===== src/rtl/mem_port_arbiter_if.sv =====
// Shared memory port bundle between the pipeline stages, the arbiter and the RAM.
// slave = arbiter side, master = stage/RAM side.
interface mem_port_arbiter_if #(
   parameter int ADDR_W = 32,
   parameter int DATA_W = 32
);
   logic              if_req;
   logic [ADDR_W-1:0] if_addr;
   logic              mem_req;
   logic              mem_rw;
   logic              mem_size;
   logic [ADDR_W-1:0] mem_addr;
   logic [DATA_W-1:0] mem_wdata;
   logic [DATA_W-1:0] if_rdata;
   logic              if_done;
   logic [DATA_W-1:0] mem_rdata;
   logic              mem_done;
   logic              if_stall;
   logic              mem_stall;
   logic              ram_en;
   logic              ram_rw;
   logic              ram_size;
   logic [ADDR_W-1:0] ram_addr;
   logic [DATA_W-1:0] ram_wdata;
   logic [DATA_W-1:0] ram_rdata;

   modport slave (
      input  if_req, if_addr, mem_req, mem_rw, mem_size,
      input  mem_addr, mem_wdata, ram_rdata,
      output if_rdata, if_done, mem_rdata, mem_done,
      output if_stall, mem_stall,
      output ram_en, ram_rw, ram_size, ram_addr, ram_wdata
   );

   modport master (
      output if_req, if_addr, mem_req, mem_rw, mem_size,
      output mem_addr, mem_wdata, ram_rdata,
      input  if_rdata, if_done, mem_rdata, mem_done,
      input  if_stall, mem_stall,
      input  ram_en, ram_rw, ram_size, ram_addr, ram_wdata
   );
endinterface


===== src/rtl/mem_port_arbiter.sv =====
// IF/MEM shared memory port arbiter: IDLE -> BUSY(MEM_LAT) -> DONE.
// Optional macro ARB_ROUND_ROBIN_EN alternates grants under contention.
module mem_port_arbiter #(
   parameter int ADDR_W  = 32,
   parameter int DATA_W  = 32,
   parameter int MEM_LAT = 2
) (
   input logic clk,
   input logic reset,
   mem_port_arbiter_if.slave bus
);
   typedef enum logic [1:0] {IDLE, BUSY, DONE} state_t;

   localparam logic       OWN_IF   = 1'b0;
   localparam logic       OWN_MEM  = 1'b1;
   localparam logic [3:0] CNT_INIT = 4'(MEM_LAT - 1);

   state_t            state_q;
   logic [3:0]        cnt_q;
   logic              owner_q;
   logic              en_q;
   logic              rw_q;
   logic              size_q;
   logic [ADDR_W-1:0] addr_q;
   logic [DATA_W-1:0] wdata_q;
   logic [DATA_W-1:0] if_rdata_q;
   logic [DATA_W-1:0] mem_rdata_q;
   logic              if_done_q;
   logic              mem_done_q;
   logic              gnt_any;
   logic              gnt_mem;

   assign gnt_any = bus.mem_req | bus.if_req;

`ifdef ARB_ROUND_ROBIN_EN
   logic last_q;
   // Under contention the side that was not served last wins.
   assign gnt_mem = bus.mem_req & (~bus.if_req | (last_q == OWN_IF));
`else
   assign gnt_mem = bus.mem_req;
`endif

   // Transaction sequencer with registered RAM controls and results.
   always_ff @(posedge clk) begin
      if (reset) begin
         state_q     <= IDLE;
         cnt_q       <= '0;
         owner_q     <= OWN_IF;
         en_q        <= 1'b0;
         rw_q        <= 1'b0;
         size_q      <= 1'b0;
         addr_q      <= '0;
         wdata_q     <= '0;
         if_rdata_q  <= '0;
         mem_rdata_q <= '0;
         if_done_q   <= 1'b0;
         mem_done_q  <= 1'b0;
`ifdef ARB_ROUND_ROBIN_EN
         last_q      <= OWN_IF;
`endif
      end else begin
         if_done_q  <= 1'b0;
         mem_done_q <= 1'b0;
         unique case (state_q)
            IDLE: begin
               if (gnt_any) begin
                  owner_q <= gnt_mem;
                  addr_q  <= gnt_mem ? bus.mem_addr : bus.if_addr;
                  rw_q    <= gnt_mem & bus.mem_rw;
                  size_q  <= gnt_mem & bus.mem_size;
                  wdata_q <= gnt_mem ? bus.mem_wdata : '0;
                  cnt_q   <= CNT_INIT;
                  en_q    <= 1'b1;
                  state_q <= BUSY;
`ifdef ARB_ROUND_ROBIN_EN
                  last_q  <= gnt_mem;
`endif
               end
            end
            BUSY: begin
               if (cnt_q == 4'd0) begin
                  en_q       <= 1'b0;
                  state_q    <= DONE;
                  if_done_q  <= (owner_q == OWN_IF);
                  mem_done_q <= (owner_q == OWN_MEM);
                  if (owner_q == OWN_IF) begin
                     if_rdata_q <= bus.ram_rdata;
                  end else if (!rw_q) begin
                     mem_rdata_q <= size_q
                        ? {{(DATA_W-8){1'b0}}, bus.ram_rdata[7:0]}
                        : bus.ram_rdata;
                  end
               end else begin
                  cnt_q <= cnt_q - 4'd1;
               end
            end
            DONE: begin
               state_q <= IDLE;
            end
            default: begin
               state_q <= IDLE;
            end
         endcase
      end
   end

   assign bus.ram_en    = en_q;
   assign bus.ram_rw    = rw_q;
   assign bus.ram_size  = size_q;
   assign bus.ram_addr  = addr_q;
   assign bus.ram_wdata = wdata_q;
   assign bus.if_rdata  = if_rdata_q;
   assign bus.mem_rdata = mem_rdata_q;
   assign bus.if_done   = if_done_q;
   assign bus.mem_done  = mem_done_q;

   // Stalls are quiet while reset is held so every output reads 0.
   assign bus.if_stall  = bus.if_req & ~if_done_q & ~reset;
   assign bus.mem_stall = bus.mem_req & ~mem_done_q & ~reset;
endmodule

===== src/flat_wrapper.sv =====
// flat-port wrapper written by rule: the top's interface ports become plain ports
module mem_port_arbiter_flat 
#(
   parameter int ADDR_W  = 32,
   parameter int DATA_W  = 32,
   parameter int MEM_LAT = 2
)
  (clk, reset, bus_if_req, bus_if_addr, bus_mem_req, bus_mem_rw, bus_mem_size, bus_mem_addr, bus_mem_wdata, bus_ram_rdata, bus_if_rdata, bus_if_done, bus_mem_rdata, bus_mem_done, bus_if_stall, bus_mem_stall, bus_ram_en, bus_ram_rw, bus_ram_size, bus_ram_addr, bus_ram_wdata);
  mem_port_arbiter_if #(.ADDR_W(ADDR_W), .DATA_W(DATA_W)) bus_i ();
  input logic clk;
  input logic reset;
  input wire logic [$bits(bus_i.if_req)-1:0] bus_if_req;
  input wire logic [$bits(bus_i.if_addr)-1:0] bus_if_addr;
  input wire logic [$bits(bus_i.mem_req)-1:0] bus_mem_req;
  input wire logic [$bits(bus_i.mem_rw)-1:0] bus_mem_rw;
  input wire logic [$bits(bus_i.mem_size)-1:0] bus_mem_size;
  input wire logic [$bits(bus_i.mem_addr)-1:0] bus_mem_addr;
  input wire logic [$bits(bus_i.mem_wdata)-1:0] bus_mem_wdata;
  input wire logic [$bits(bus_i.ram_rdata)-1:0] bus_ram_rdata;
  output wire logic [$bits(bus_i.if_rdata)-1:0] bus_if_rdata;
  output wire logic [$bits(bus_i.if_done)-1:0] bus_if_done;
  output wire logic [$bits(bus_i.mem_rdata)-1:0] bus_mem_rdata;
  output wire logic [$bits(bus_i.mem_done)-1:0] bus_mem_done;
  output wire logic [$bits(bus_i.if_stall)-1:0] bus_if_stall;
  output wire logic [$bits(bus_i.mem_stall)-1:0] bus_mem_stall;
  output wire logic [$bits(bus_i.ram_en)-1:0] bus_ram_en;
  output wire logic [$bits(bus_i.ram_rw)-1:0] bus_ram_rw;
  output wire logic [$bits(bus_i.ram_size)-1:0] bus_ram_size;
  output wire logic [$bits(bus_i.ram_addr)-1:0] bus_ram_addr;
  output wire logic [$bits(bus_i.ram_wdata)-1:0] bus_ram_wdata;
  assign bus_i.if_req = bus_if_req;
  assign bus_i.if_addr = bus_if_addr;
  assign bus_i.mem_req = bus_mem_req;
  assign bus_i.mem_rw = bus_mem_rw;
  assign bus_i.mem_size = bus_mem_size;
  assign bus_i.mem_addr = bus_mem_addr;
  assign bus_i.mem_wdata = bus_mem_wdata;
  assign bus_i.ram_rdata = bus_ram_rdata;
  assign bus_if_rdata = bus_i.if_rdata;
  assign bus_if_done = bus_i.if_done;
  assign bus_mem_rdata = bus_i.mem_rdata;
  assign bus_mem_done = bus_i.mem_done;
  assign bus_if_stall = bus_i.if_stall;
  assign bus_mem_stall = bus_i.mem_stall;
  assign bus_ram_en = bus_i.ram_en;
  assign bus_ram_rw = bus_i.ram_rw;
  assign bus_ram_size = bus_i.ram_size;
  assign bus_ram_addr = bus_i.ram_addr;
  assign bus_ram_wdata = bus_i.ram_wdata;
  mem_port_arbiter #(.ADDR_W(ADDR_W), .DATA_W(DATA_W), .MEM_LAT(MEM_LAT)) u_core (.clk(clk), .reset(reset), .bus(bus_i));
endmodule

===== config.mk =====
export PLATFORM = sky130hd
export DESIGN_NAME = mem_port_arbiter_flat
export DESIGN_NICKNAME = d
export VERILOG_FILES = /design/src/rtl/mem_port_arbiter_if.sv /design/src/rtl/mem_port_arbiter.sv /design/src/flat_wrapper.sv
export SDC_FILE = /design/constraint.sdc
export NUM_CORES = 1
export LEC_CHECK = 0
export CELL_PAD_IN_SITES_DETAIL_PLACEMENT = 1
export CELL_PAD_IN_SITES_GLOBAL_PLACEMENT = 1
export CORE_ASPECT_RATIO = 2
export CORE_UTILIZATION = 33
export DETAILED_ROUTE_END_ITERATION = 8
export GPL_TIMING_DRIVEN = 0
export PLACE_DENSITY = 0.95
export RECOVER_POWER = 100
export REMOVE_ABC_BUFFERS = 1
export SYNTH_ARGS = -nofsm -noshare
export SYNTH_HDL_FRONTEND = slang
export SYNTH_SLANG_ARGS = --single-unit

===== constraint.sdc =====
create_clock -name clk -period 2.6 [get_ports clk]
set_input_delay 0.52 -clock clk [delete_from_list [all_inputs] [get_ports clk]]
set_output_delay 0.52 -clock clk [all_outputs]
set_load 0.02 [all_outputs]

==> impl_metrics.yaml <==
sta:
  setup_tns_ps: 0
  finClkSkew_ps: 10.97
  period_minus_slack_ps: 2445
  worst_pin_slew_ps: 1029
  maxSlewViolCount: 0
  rsz0062_at_grt: "false"
  fin_crit_sh: 0.9405
  finalSetupViolations: 0
  slew-limit-headroom: 0.3123
  fmax_mhz: 408.9
  hold_violations: 0
pwr:
  vdd_drop_max_v: 0.0005380
  p_per_area_mw_per_mm2: 718.0
  p_leak_nw: 3.585
  total_power_w: 0.006519
floorplanning:
  io_pins: 269
  fp.dieH_um: 189.1
  num_rows: 68
  start_util: 0.3361
  core_area_mm2: 0.01719
  die_w_um: 95.56
  die_area_mm2: 0.01807
placed_design:
  dpl_cell_area_mm2: 0.008579
  place.gp.congestion: 0.7994
  dpl.hpwl_um: 15270
  io_buffers: 268
global_routing:
  grt-ovfl-total: 0
  first_global_vias: 6099
  grt_max_degree: 68
  grt.total_usage: 0.2548
  grt_antenna_before_repair: 3
  grt_pass1_wl_um: 34530
yosys:
  synth_edf_count: 0
  synth_warnings: 0
  yosysTopAreaCell: "dfxtp_1"
  syn_avg_cell_area_um2: 10.12
  ys_seq_area_frac: 0.4852
  yosysTopAreaCellShare: 0.4852
  synth_area_leaders: "dfxtp_1 (49%), a21oi_1 (8.5%), nand4b_1 (8.5%)"
  async_flop_share: 0
  netlist_top_cells_count: "dfxtp_1 (140), a21oi_1 (98), o21ai_1 (65), nand4b_1 (56), clkbuf_1 (37)"
  ys_seq_elements: 140
  syn-cell-area_mm2: 0.005777
  synthCells: 571
  synth.distinct_cells: 39
  synthMostInstantiatedCell: "dfxtp_1"
  ys_dominant_reg_cell: "dfxtp_1"
setup_path:
  worstSetupEndpointType: "flop"
  crit_required_ps: 2890
  worstReg2RegEnd: "u_core.bus.mem_rdata[25]$_SDFFE_PP0P_"
  r2r_slack_ps: 150
  critPathArrivalTime_ps: 2730
  critPathCapture: "u_core.bus.mem_rdata[25]$_SDFFE_PP0P_"
  reg2reg_from: "u_core.owner_q$_SDFFE_PP0P_"
  worstSetupPathType: "flop to flop"
  start_kind: "flop"
  crit_start: "u_core.owner_q$_SDFFE_PP0P_"
  crit_fanout: 37
  reg2reg_depth: 4
route:
  drtIter0Drc: 230
  drtAntennaViolNets: 0
  wire_per_inst_um: 22.60
  drc: 0
  drt_first_pass_iters: 4
  finalWirelength_um: 23180
  routed-via-count: 5716
  drt-vias-per-instance: 5.571
layout:
  design_area_mm2: 0.009080
  area_growth_pct: 57.18
  nets: 936
  drive_above_1_share: 0.07011
clock_tree:
  clockBufferDepth: 2
  clock_sinks: 140
  cts_tree: "built"
  hold_buffers: 0
  clk_latency_ps: 420
  cts_max_level: 4
  clk_pin_slew_worst_paths_ps: 60
  postCtsSetupBuffers: 0
  clockRootBuffer: "clkbuf_16"
  cts_inserted_buffers: 17
min_path:
  hp-class: "flop to flop"
outcome:
  status: "finished clean"
run:
  maxCapViolCount: 0
-- critical path, stage by stage (launching register included) --
cell,delay [ps]
dfxtp_2,830
nand4bb_2,560
clkbuf_2,470
o21ai_0,320
a21oi_1,110
-- state kept, by name (all words and copies together) (netlist names) --
| signal | cells |
|---|---|
| u_core.bus.ram_en | 1 |
| u_core.owner_q | 1 |
| u_core.bus.ram_wdata | 32 |
| u_core.bus.if_rdata | 32 |
| u_core.bus.ram_size | 1 |
| u_core.bus.mem_rdata | 32 |
| u_core.bus.mem_done | 1 |
| u_core.bus.if_done | 1 |
| u_core.bus.ram_addr | 32 |
| u_core.bus.ram_rw | 1 |
| u_core.state_q | 2 |
| u_core.cnt_q | 4 |
-- metrics by stage --
step	setup slack [ps]	std cells	util	hold WS [ps]
4_1_cts	46.91	1022	0.5354	472.4
6_report	154.6	1026	0.5283	474.2
3_3_place_gp	-3909	983	0.4884	457.8
3_5_place_dp	-807.7	990	0.4992	460.0
5_1_grt	54.58	1026	0.5283	487.4
2_1_floorplan	-363.2	505	-	486.9
-- power breakdown --
| group | internal [W] | switching (W) | total [W] |
|---|---|---|---|
| combinational | 0.000659 | 0.000877 | 0.00154 |
| clock | 0.00154 | 0.000988 | 0.00253 |
| sequential | 0.00232 | 0.000132 | 0.00245 |
| total | 0.00452 | 0.00200 | 0.00652 |
-- logic make-up (layout without fill, tap and decap cells) --
group           after synthesis  after routing  synth area share
fa+ha+maj                     2              2          0.004331
flops                       140            140            0.4852
other cells                   0              3                 0
compound gates              238            238            0.2740
mux                          32             32           0.05545
simple gates                 90             90            0.1222
buf+inv                      69            311           0.05891
-- cell usage in the layout, fill, tap and decap left out, types with 3 or more instances in the layout --
cell type / instances
a211oi_1: 28
a211oi_2: 4
a21oi_1: 98
a22o_1: 34
buf_16: 3
buf_8: 3
bufinv_16: 3
clkbuf_16: 18
clkdlybuf4s50_1: 132
clkinv_4: 3
clkinvlp_4: 3
dfxtp_1: 138
diode_2: 3
dlygate4sd3_1: 134
inv_1: 3
mux2i_1: 32
nand2_1: 3
nand3_1: 9
nand4b_1: 56
nor2_1: 3
o21ai_0: 24
o21ai_1: 41
-- how the worst min path moves through the flow --
stage / startpoint / to / cells after the start
after floorplan: u_core.cnt_q[3]$_SDFFE_PP0P_ / u_core.cnt_q[3]$_SDFFE_PP0P_ / 2
after global placement: u_core.bus.ram_wdata[10]$_SDFFE_PP0P_ / u_core.bus.ram_wdata[10]$_SDFFE_PP0P_ / 1
after detailed placement: u_core.bus.ram_wdata[9]$_SDFFE_PP0P_ / u_core.bus.ram_wdata[9]$_SDFFE_PP0P_ / 1
after CTS: reset / u_core.bus.if_rdata[0]$_SDFFE_PP0P_ / 2
after global routing: u_core.bus.ram_wdata[11]$_SDFFE_PP0P_ / u_core.bus.ram_wdata[11]$_SDFFE_PP0P_ / 1
final: u_core.bus.ram_wdata[11]$_SDFFE_PP0P_ / u_core.bus.ram_wdata[11]$_SDFFE_PP0P_ / 1
-- routing by layer --
metal	wire length (um)	vias to the layer above	global-route usage	part of all wire
met1	8671	2817	0.2734	0.37
met2	12210	212	0.4423	0.53
li1	-	2621	-	-
met5	0	-	0	0
met4	1131	0	0.1556	0.049
met3	1168	66	0.05462	0.050
-- what timing repair did --
item                       in CTS  in global routing
cloned                          0                  1
setup endpoints to repair     137                  1
gates resized for setup         8                  0
-- cell type report --
| class | instances | area [um^2] |
|---|---|---|
| inverter | 3 | 11.26 |
| antenna | 3 | 7.507 |
| tap | 210 | 262.8 |
| clock inverter | 13 | 166.4 |
| timing repair buffer | 276 | 2848 |
| sequential | 140 | 2805 |
| multi-input combinational | 362 | 2536 |
| fill | 1886 | 8107 |
| clock buffer | 19 | 442.9 |
No activity file was read; power rests on OpenSTA's default activity.
